### src/rtl/np_matrix_mult_seq.sv
// np_matrix_mult_seq
// Sequencer for the FFN matrix-multiply datapath. For every start it sweeps
// all feature-map addresses 0..ADDR_MAX across each of NUM_RAMS banks, and
// repeats that sweep NUM_PASSES times. Each issued read carries a small tag
// {valid, first_of_pass, last_of_pass, last_of_job} through a PIPE_LAT-deep
// delay line so the accumulator controls line up with operand arrival.
//
// Optional build macro: NP_MM_SEQ_STALL_EN adds the stall input. Without it
// the sequencer behaves as if stall were tied low.
//
// Ports:
//   clock        system clock, rising edge
//   reset        synchronous active-high reset
//   start        begin a job (sampled only while idle)
//   stall        hold read issue while running (NP_MM_SEQ_STALL_EN only)
//   addr         feature-map RAM read address
//   ram_select   one-hot bank select
//   pass_idx     current pass number
//   rd_en        read issued this cycle
//   acc_clear    clear accumulator, aligned with first operand of a pass
//   acc_en       accumulate the operand arriving this cycle
//   product_rdy  one-cycle pulse, pass result complete
//   busy         job in progress (accepted start until done)
//   done         one-cycle pulse at job completion
module np_matrix_mult_seq #(
    parameter int ADDR_WIDTH = 8,
    parameter int ADDR_MAX   = 255,
    parameter int NUM_RAMS   = 4,
    parameter int NUM_PASSES = 1,
    parameter int PASS_WIDTH = 4,
    parameter int PIPE_LAT   = 3
) (
    input  logic                  clock,
    input  logic                  reset,
    input  logic                  start,
`ifdef NP_MM_SEQ_STALL_EN
    input  logic                  stall,
`endif
    output logic [ADDR_WIDTH-1:0] addr,
    output logic [NUM_RAMS-1:0]   ram_select,
    output logic [PASS_WIDTH-1:0] pass_idx,
    output logic                  rd_en,
    output logic                  acc_clear,
    output logic                  acc_en,
    output logic                  product_rdy,
    output logic                  busy,
    output logic                  done
);

    typedef enum logic [1:0] {
        IDLE  = 2'd0,
        RUN   = 2'd1,
        DRAIN = 2'd2
    } state_t;

    localparam logic [ADDR_WIDTH-1:0] ADDR_ZERO  = ADDR_WIDTH'(0);
    localparam logic [ADDR_WIDTH-1:0] ADDR_ONE   = ADDR_WIDTH'(1);
    localparam logic [ADDR_WIDTH-1:0] ADDR_LAST  = ADDR_WIDTH'(ADDR_MAX);
    localparam logic [PASS_WIDTH-1:0] PASS_ZERO  = PASS_WIDTH'(0);
    localparam logic [PASS_WIDTH-1:0] PASS_ONE   = PASS_WIDTH'(1);
    localparam logic [PASS_WIDTH-1:0] PASS_LAST  = PASS_WIDTH'(NUM_PASSES - 1);
    localparam logic [NUM_RAMS-1:0]   BANK_FIRST = NUM_RAMS'(1);

    // Tag bit positions inside each delay-line stage
    localparam int TAG_V  = 3;
    localparam int TAG_F  = 2;
    localparam int TAG_LP = 1;
    localparam int TAG_LJ = 0;

    state_t                state_r;
    state_t                state_s;
    logic [ADDR_WIDTH-1:0] addr_r;
    logic [NUM_RAMS-1:0]   ram_sel_r;
    logic [PASS_WIDTH-1:0] pass_r;
    logic [3:0]            pipe_r [PIPE_LAT];

    logic                  stall_s;
    logic                  issue_s;
    logic                  addr_wrap_s;
    logic                  bank_wrap_s;
    logic                  job_end_s;
    logic [3:0]            tag_s;
    logic [3:0]            out_tag_s;

`ifdef NP_MM_SEQ_STALL_EN
    assign stall_s = stall;
`else
    assign stall_s = 1'b0;
`endif

    // Next-state logic and the tag describing the read issued this cycle
    always_comb begin
        state_s     = state_r;
        addr_wrap_s = (addr_r == ADDR_LAST);
        // On the MSB bank the next wrap returns to bank 0 of the next pass
        bank_wrap_s = addr_wrap_s && ram_sel_r[NUM_RAMS-1];
        job_end_s   = bank_wrap_s && (pass_r == PASS_LAST);
        issue_s     = (state_r == RUN) && !stall_s;
        // Every tag bit is gated by issue_s so a stall injects an all-zero bubble
        tag_s       = {issue_s,
                       issue_s && (addr_r == ADDR_ZERO) && ram_sel_r[0],
                       issue_s && bank_wrap_s,
                       issue_s && job_end_s};
        out_tag_s   = pipe_r[PIPE_LAT-1];
        case (state_r)
            IDLE: begin
                if (start) begin
                    state_s = RUN;
                end else begin
                    state_s = IDLE;
                end
            end
            RUN: begin
                if (issue_s && job_end_s) begin
                    state_s = DRAIN;
                end else begin
                    state_s = RUN;
                end
            end
            DRAIN: begin
                // Leave once the final tag of the job reaches the output stage
                if (out_tag_s[TAG_V] && out_tag_s[TAG_LJ]) begin
                    state_s = IDLE;
                end else begin
                    state_s = DRAIN;
                end
            end
            default: begin
                state_s = IDLE;
            end
        endcase
    end

    // State register
    always_ff @(posedge clock) begin
        if (reset) begin
            state_r <= IDLE;
        end else begin
            state_r <= state_s;
        end
    end

    // Address / bank / pass counters; they hold their final values after the last read
    always_ff @(posedge clock) begin
        if (reset) begin
            addr_r    <= ADDR_ZERO;
            ram_sel_r <= BANK_FIRST;
            pass_r    <= PASS_ZERO;
        end else if ((state_r == IDLE) && start) begin
            addr_r    <= ADDR_ZERO;
            ram_sel_r <= BANK_FIRST;
            pass_r    <= PASS_ZERO;
        end else if (issue_s && !job_end_s) begin
            if (!addr_wrap_s) begin
                addr_r <= addr_r + ADDR_ONE;
            end else begin
                addr_r <= ADDR_ZERO;
                if (bank_wrap_s) begin
                    ram_sel_r <= BANK_FIRST;
                    pass_r    <= pass_r + PASS_ONE;
                end else begin
                    ram_sel_r <= ram_sel_r << 1'b1;
                end
            end
        end else begin
            addr_r    <= addr_r;
            ram_sel_r <= ram_sel_r;
            pass_r    <= pass_r;
        end
    end

    // Tag delay line; it never stalls so in-flight reads always complete
    always_ff @(posedge clock) begin
        if (reset) begin
            for (int i = 0; i < PIPE_LAT; i++) begin
                pipe_r[i] <= 4'b0000;
            end
        end else begin
            pipe_r[0] <= tag_s;
            for (int i = 1; i < PIPE_LAT; i++) begin
                pipe_r[i] <= pipe_r[i-1];
            end
        end
    end

    assign addr        = addr_r;
    assign ram_select  = ram_sel_r;
    assign pass_idx    = pass_r;
    assign rd_en       = issue_s;
    assign acc_en      = out_tag_s[TAG_V];
    assign acc_clear   = out_tag_s[TAG_V] & out_tag_s[TAG_F];
    assign product_rdy = out_tag_s[TAG_V] & out_tag_s[TAG_LP];
    assign done        = out_tag_s[TAG_V] & out_tag_s[TAG_LJ];
    assign busy        = (state_r != IDLE);

endmodule
### config.mk
export PLATFORM = sky130hd
export DESIGN_NAME = np_matrix_mult_seq
export DESIGN_NICKNAME = d
export VERILOG_FILES = /design/src/rtl/np_matrix_mult_seq.sv
export SDC_FILE = /design/constraint.sdc
export NUM_CORES = 1
export LEC_CHECK = 0
export ABC_AREA = 1
export BUFFER_PORTS_ARGS = -buffer_cell sky130_fd_sc_hd__buf_2
export CORE_MARGIN = 10
export CORE_UTILIZATION = 58
export DETAILED_ROUTE_END_ITERATION = 8
export PLACE_DENSITY_LB_ADDON = 0.25
export SLEW_MARGIN = 20
export SYNTH_ARGS = -nofsm -noshare
export SYNTH_HDL_FRONTEND = slang
export SYNTH_SLANG_ARGS = --single-unit
### constraint.sdc
create_clock -name clock -period 2.1 [get_ports clock]
set_input_delay 0.21 -clock clock [delete_from_list [all_inputs] [get_ports clock]]
set_output_delay 0.21 -clock clock [all_outputs]
set_load 0.02 [all_outputs]
# == Word level (Yosys, flattened, before mapping) ==
# Memory sizes are Yosys's and may differ from the RTL's.
# Index checks and enable logic that the tools add are counted.
# word_totals
out_inout_bits,22
wordCells,45
ramBits,12
memories,1
regBits,18
in_bits,3
# memory_table
memory,depth,width,rd,rd_clocked_by_memory_dff,write_ports,line_no,source
pipe_r,3,4,3,0,3,75,logic [3:0] pipe_r [PIPE_LAT];
# classes
n_addsub,2
eq_ne,3
n_bitwise,6
mux,12
reduce_logical,17
# op_table
op,n
$mux W4,4
$logic_and A1 B1 Y1,9
$add A8 B1 Y8 const B,1
$eq A8 B8 Y1 const B,1
$logic_not A8 Y1,1
$mux W8,1
$pmux W2 S3,1
$add A4 B1 Y4 const B,1
$logic_not A4 Y1,1
$mux W1,4
$mux W2,2
$and A1 B1 Y1,3
$or A1 B1 Y1,3
$reduce_and A3 Y1,1
$eq A2 B1 Y1 const B,1
$eq A2 B2 Y1 const B,1
$logic_not A2 Y1,1
$reduce_and A2 Y1,1
$reduce_bool A2 Y1,1
$reduce_or A2 Y1,1
$logic_not A1 Y1,1

# == Depth between registers and ports, before layout ==
# logic_depth
ltp_word,6
ltp_mapped,9
mapped_depth_nobuf,9

# == Least setup slack after synthesis ==
# No wires, ideal clock.
# synth_timing
path_kind,register to register
from,"register addr_r[1], in the netlist addr[1]"
to,"register pass_r[0], in the netlist pass_idx[0]"
period_less_slack_ns,1.520
arrival_time_ns,1.406
n_path_buf,0
required_ns,1.987
slack_ns,0.580
path_stages_with_launch,9
setup_ns,0.113
cell_sequence,dfxtp_1 ha_1 inv_1 nor2_4 nand3_2 inv_2 nand3_4 o21ai_1 nor2_1
# synth_between
elab_chain_cells,6
# synth_rtl
element,line_no,source
from (decl),72,logic [ADDR_WIDTH-1:0] addr_r;
from (signal assigned),155,addr_r <= addr_r + ADDR_ONE;
from (signal assigned),166,addr_r <= addr_r;
$eq A8 B8 Y1 *,94,addr_wrap_s = (addr_r == ADDR_LAST);
$logic_and A1 B1 Y1,96,bank_wrap_s = addr_wrap_s && ram_sel_r[NUM_RAMS-1];
$logic_and A1 B1 Y1,97,job_end_s = bank_wrap_s && (pass_r == PASS_LAST);
$logic_not A1 Y1,153,end else if (issue_s && !job_end_s) begin
$logic_and A1 B1 Y1,153,
$reduce_and A3 Y1 (no line) *,-,
to (signal assigned),160,pass_r <= pass_r + PASS_ONE;
to (signal assigned),168,pass_r <= pass_r;
to (decl),74,logic [PASS_WIDTH-1:0] pass_r;
# Every way passes the cells marked *; elsewhere a longest branch is shown, timed or not.
# A chain may end at the register's enable or synchronous reset.

# == Worst setup path after layout ==
# layout_timing
from,"register addr_r[1], in the netlist addr[1]"
to,"register ram_sel_r[3], in the netlist ram_select[3]"
# layout_between
elab_chain_cells,6
word_cells_on_any_way,7
cone_classes,1 x eq/ne; 1 x mux; 5 x reduce/logical
# layout_rtl
element,line_no,source
$eq A8 B8 Y1 *,94,
$logic_and A1 B1 Y1,96,
$logic_and A1 B1 Y1,97,
$logic_not A1 Y1,153,
$logic_and A1 B1 Y1,153,
$reduce_and A2 Y1 (no line),-,
to (signal assigned),162,ram_sel_r <= ram_sel_r << 1'b1;
to (signal assigned),167,ram_sel_r <= ram_sel_r;
to (decl),73,logic [NUM_RAMS-1:0] ram_sel_r;
# Marked as above.

==> impl_metrics.py <==
metrics = {
    "sta": {
        "tns_ps": 0,
        "max_slew_margin_pct": 72.9,
        "final.min_clock_period_ps": 1610,
        "hold_ws_ps": 171,
        "drv_slew": 0,
        "timing.fmax_mhz": 619,
        "rsz0062_at_grt": "false",
        "timing.final.ws_setup_ps": 486,
        "setup_violations": 0,
        "hold_viol_final": 0,
        "fin_crit_sh_pct": 76.9,
        "clock_skew_ps": 8.38,
        "tightestPinTransition_ps": 405,
    },
    "placement": {
        "gp_congestion": 0.843,
        "post-place-ws_ps": 525,
        "port_buffers": 24,
        "hpwl_um": 2390,
        "postPlaceCellArea_um2": 1560,
    },
    "critical_path": {
        "crit_type": "reg2reg",
        "crit_buf_inv": 2,
        "cp_top_family": "flip-flops",
        "cp.arrival_ps": 1840,
        "max_stage_delay_ps": 430,
        "crit_path_end_kind": "flop",
        "cp_slowest_cell": "dfxtp_1",
        "crit_path_frequent_cell": "nand2_1",
        "critPathLaunchType": "flop",
        "crit_chain": "ha_1 -> inv_1 -> nor2_4 -> nand2_1 -> inv_2 -> o211ai_2 -> nand2_1 -> a21oi_1",
        "rr_startpoint": "addr[1]$_SDFFE_PP0P_",
        "critPathLaunch": "addr[1]$_SDFFE_PP0P_",
        "cp.required_ps": 2330,
        "path_max_fanout": 7,
    },
    "route": {
        "wl_um": 3170,
        "wl_per_cell_um": 12.6,
        "vias_per_cell": 5.24,
        "dr_total_vias": 1315,
        "drc": 0,
        "first_pass_iters": 4,
        "initialDrtViolationCount": 125,
        "postRouteAntennaNets": 0,
    },
    "floorplan": {
        "die_y_um": 69.3,
        "dieArea_um2": 4810,
        "die_w_um": 69.3,
        "rows": 17,
        "core_um2": 2250,
        "start_util_pct": 62.6,
        "pin_count": 25,
    },
    "status": {
        "outcome": "finished clean",
    },
    "cells_and_area": {
        "layout_commonest_cell": "nand2_1",
        "nets": 229,
        "synthToLayoutAreaGrowth_pct": 15.8,
        "antennaDiodeCount": 0,
        "drive_above_1_share_pct": 20.6,
        "finalInstanceArea_um2": 1630,
        "layout_common_cells": "nand2_1 (42), inv_1 (32), dfxtp_1 (30)",
    },
    "cts": {
        "cts_tree": "done",
        "cts-buffers-inserted": 5,
        "path_clk_slew_ps": 90,
        "cts_setup_buffers": 0,
        "cts_resized": 0,
        "postCtsHoldBufs": 0,
        "htreeDepth": 2,
        "cts.sinks": 30,
        "cts_max_path_buffers": 2,
        "clock_latency_ps": 340,
        "root_buffer": "clkbuf_4",
    },
    "global_route": {
        "grt_pass1_vias": 1302,
        "grt_overflow_total": 0,
        "grt_first_pass_wirelength_um": 5440,
        "grt_usage_pct": 13.2,
        "antenna_found_initial": 0,
        "grt_busiest_layer": "met2",
        "grtUsageMet1_pct": 13.5,
        "met2_usage_pct": 22.4,
        "met3_usage_pct": 4.99,
        "grt_max_degree": 12,
    },
    "synth": {
        "syn-num-nets": 201,
        "ys_types": 25,
        "syn_area_um2": 1410,
        "avgSynthCellArea_um2": 7.28,
        "ys_seq_elements": 30,
        "yosysWarnings": 0,
        "yosysSeqAreaShare_pct": 42.6,
        "syn_inst": 194,
    },
    "power_and_ir_drop": {
        "p_clk_share_pct": 40.6,
        "ir_drop_mv": 0.633,
        "swShare_pct": 23.9,
        "seqPwrFrac_pct": 52.4,
        "combPwrFrac_pct": 7.0,
        "powerDensity_nw_per_um2": 680,
        "internal_power_w": 0.000845,
        "p_leak_nw": 0.760,
        "switchingPower_w": 0.000266,
    },
    "min_path": {
        "hp-start": "reset",
        "min_path_type": "in2reg",
    },
    "job": {
        "maxCapViolCount": 0,
    },
}
[power groups by stage]
| stage | sequential (W) | clock [W] | combinational [W] |
|---|---|---|---|
| floorplan | 0.000598 | 0 | 0.0000518 |
| global placement | 0.000595 | 0 | 0.0000747 |
| global route | 0.000584 | 0.000493 | 0.0000866 |
| finish | 0.000583 | 0.000451 | 0.0000773 |
| detailed placement | 0.000596 | 0 | 0.0000771 |
| CTS | 0.000582 | 0.000463 | 0.0000773 |
[state kept, by name (all words and copies together) (netlist names)]
| name | cells |
|---|---|
| ram_select | 4 |
| pipe_r | 12 |
| pass_idx | 4 |
| state_r | 2 |
| addr | 8 |
[synth_stat cells]
cell type | number | share of area (%)
a21oi_1 | 12 | 4.3
a31oi_1 | 1 | 0.44
buf_2 | 2 | 0.71
clkbuf_1 | 2 | 0.53
clkinv_2 | 1 | 0.35
dfxtp_1 | 30 | 43
ha_1 | 4 | 3.5
inv_1 | 32 | 8.5
inv_2 | 2 | 0.53
nand2_1 | 42 | 11
nand2_2 | 2 | 0.89
nand2_4 | 1 | 0.80
nand3_1 | 11 | 3.9
nand3_2 | 1 | 0.71
nand3_4 | 1 | 1.2
nand4_1 | 7 | 3.1
nand4_4 | 1 | 1.5
nor2_1 | 28 | 7.4
nor2_4 | 3 | 2.4
nor3_1 | 2 | 0.71
o211ai_2 | 1 | 0.89
o21ai_0 | 2 | 0.71
o21ai_1 | 2 | 0.71
o21bai_1 | 1 | 0.53
xor2_1 | 3 | 1.9
[path summary, 6_finish.rpt]
path | endpoint | slack [ps] | cells after the start
setup / recovery | ram_select[3]$_SDFFE_PP0P_ | 490 | 8
hold reg to reg | pipe_r[0][4]$_SDFF_PP0_ | 410 | 2
setup reg to reg | ram_select[3]$_SDFFE_PP0P_ | 490 | 8
hold / removal | state_r[0]$_SDFF_PP0_ | 170 | 2
[worst register-to-register path, delay by kind of cell (launching register included)]
| kind | cells | cell delay, ps |
|---|---|---|
| compound gates | 2 | 210 |
| fa+ha+maj | 1 | 250 |
| buf+inv | 2 | 240 |
| flops | 1 | 430 |
| simple gates | 3 | 380 |
[cells by family (layout without fill, tap and decap cells)]
logic type | count (synthesis) | count (layout) | share of synthesized area, %
AOI/OAI and AO/OA | 19 | 19 | 7.54
adders and majority gates | 4 | 4 | 3.55
xor gates and xnor gates | 3 | 3 | 1.86
DFF | 30 | 30 | 42.6
and+or+nand+nor | 99 | 99 | 33.9
buffers and inverters | 39 | 68 | 10.6
[per-layer routing]
layer	share of wire, %	up-vias
met5	0	-
met4	1.3	0
met3	8.6	8
met1	42	589
met2	48	62
li1	-	656
[through the flow]
stage	utilization, %	std cells	total power, W
detailed placement	69.0	243	0.000673
CTS	72.5	251	0.00112
finish	72.5	251	0.00111
floorplan	-	194	0.000650
global route	72.5	251	0.00116
global placement	69.0	243	0.000670
[cell type report]
type / instances / area [µm²]
inverters: 35 / 133
clock inverters: 3 / 40.0
clock buffers: 5 / 37.5
repair buffers: 25 / 128
fillers: 204 / 621
well taps: 28 / 35.0
flip-flops and latches: 30 / 601
multi-input cells: 125 / 661
Power figures use the tool's default switching activity.
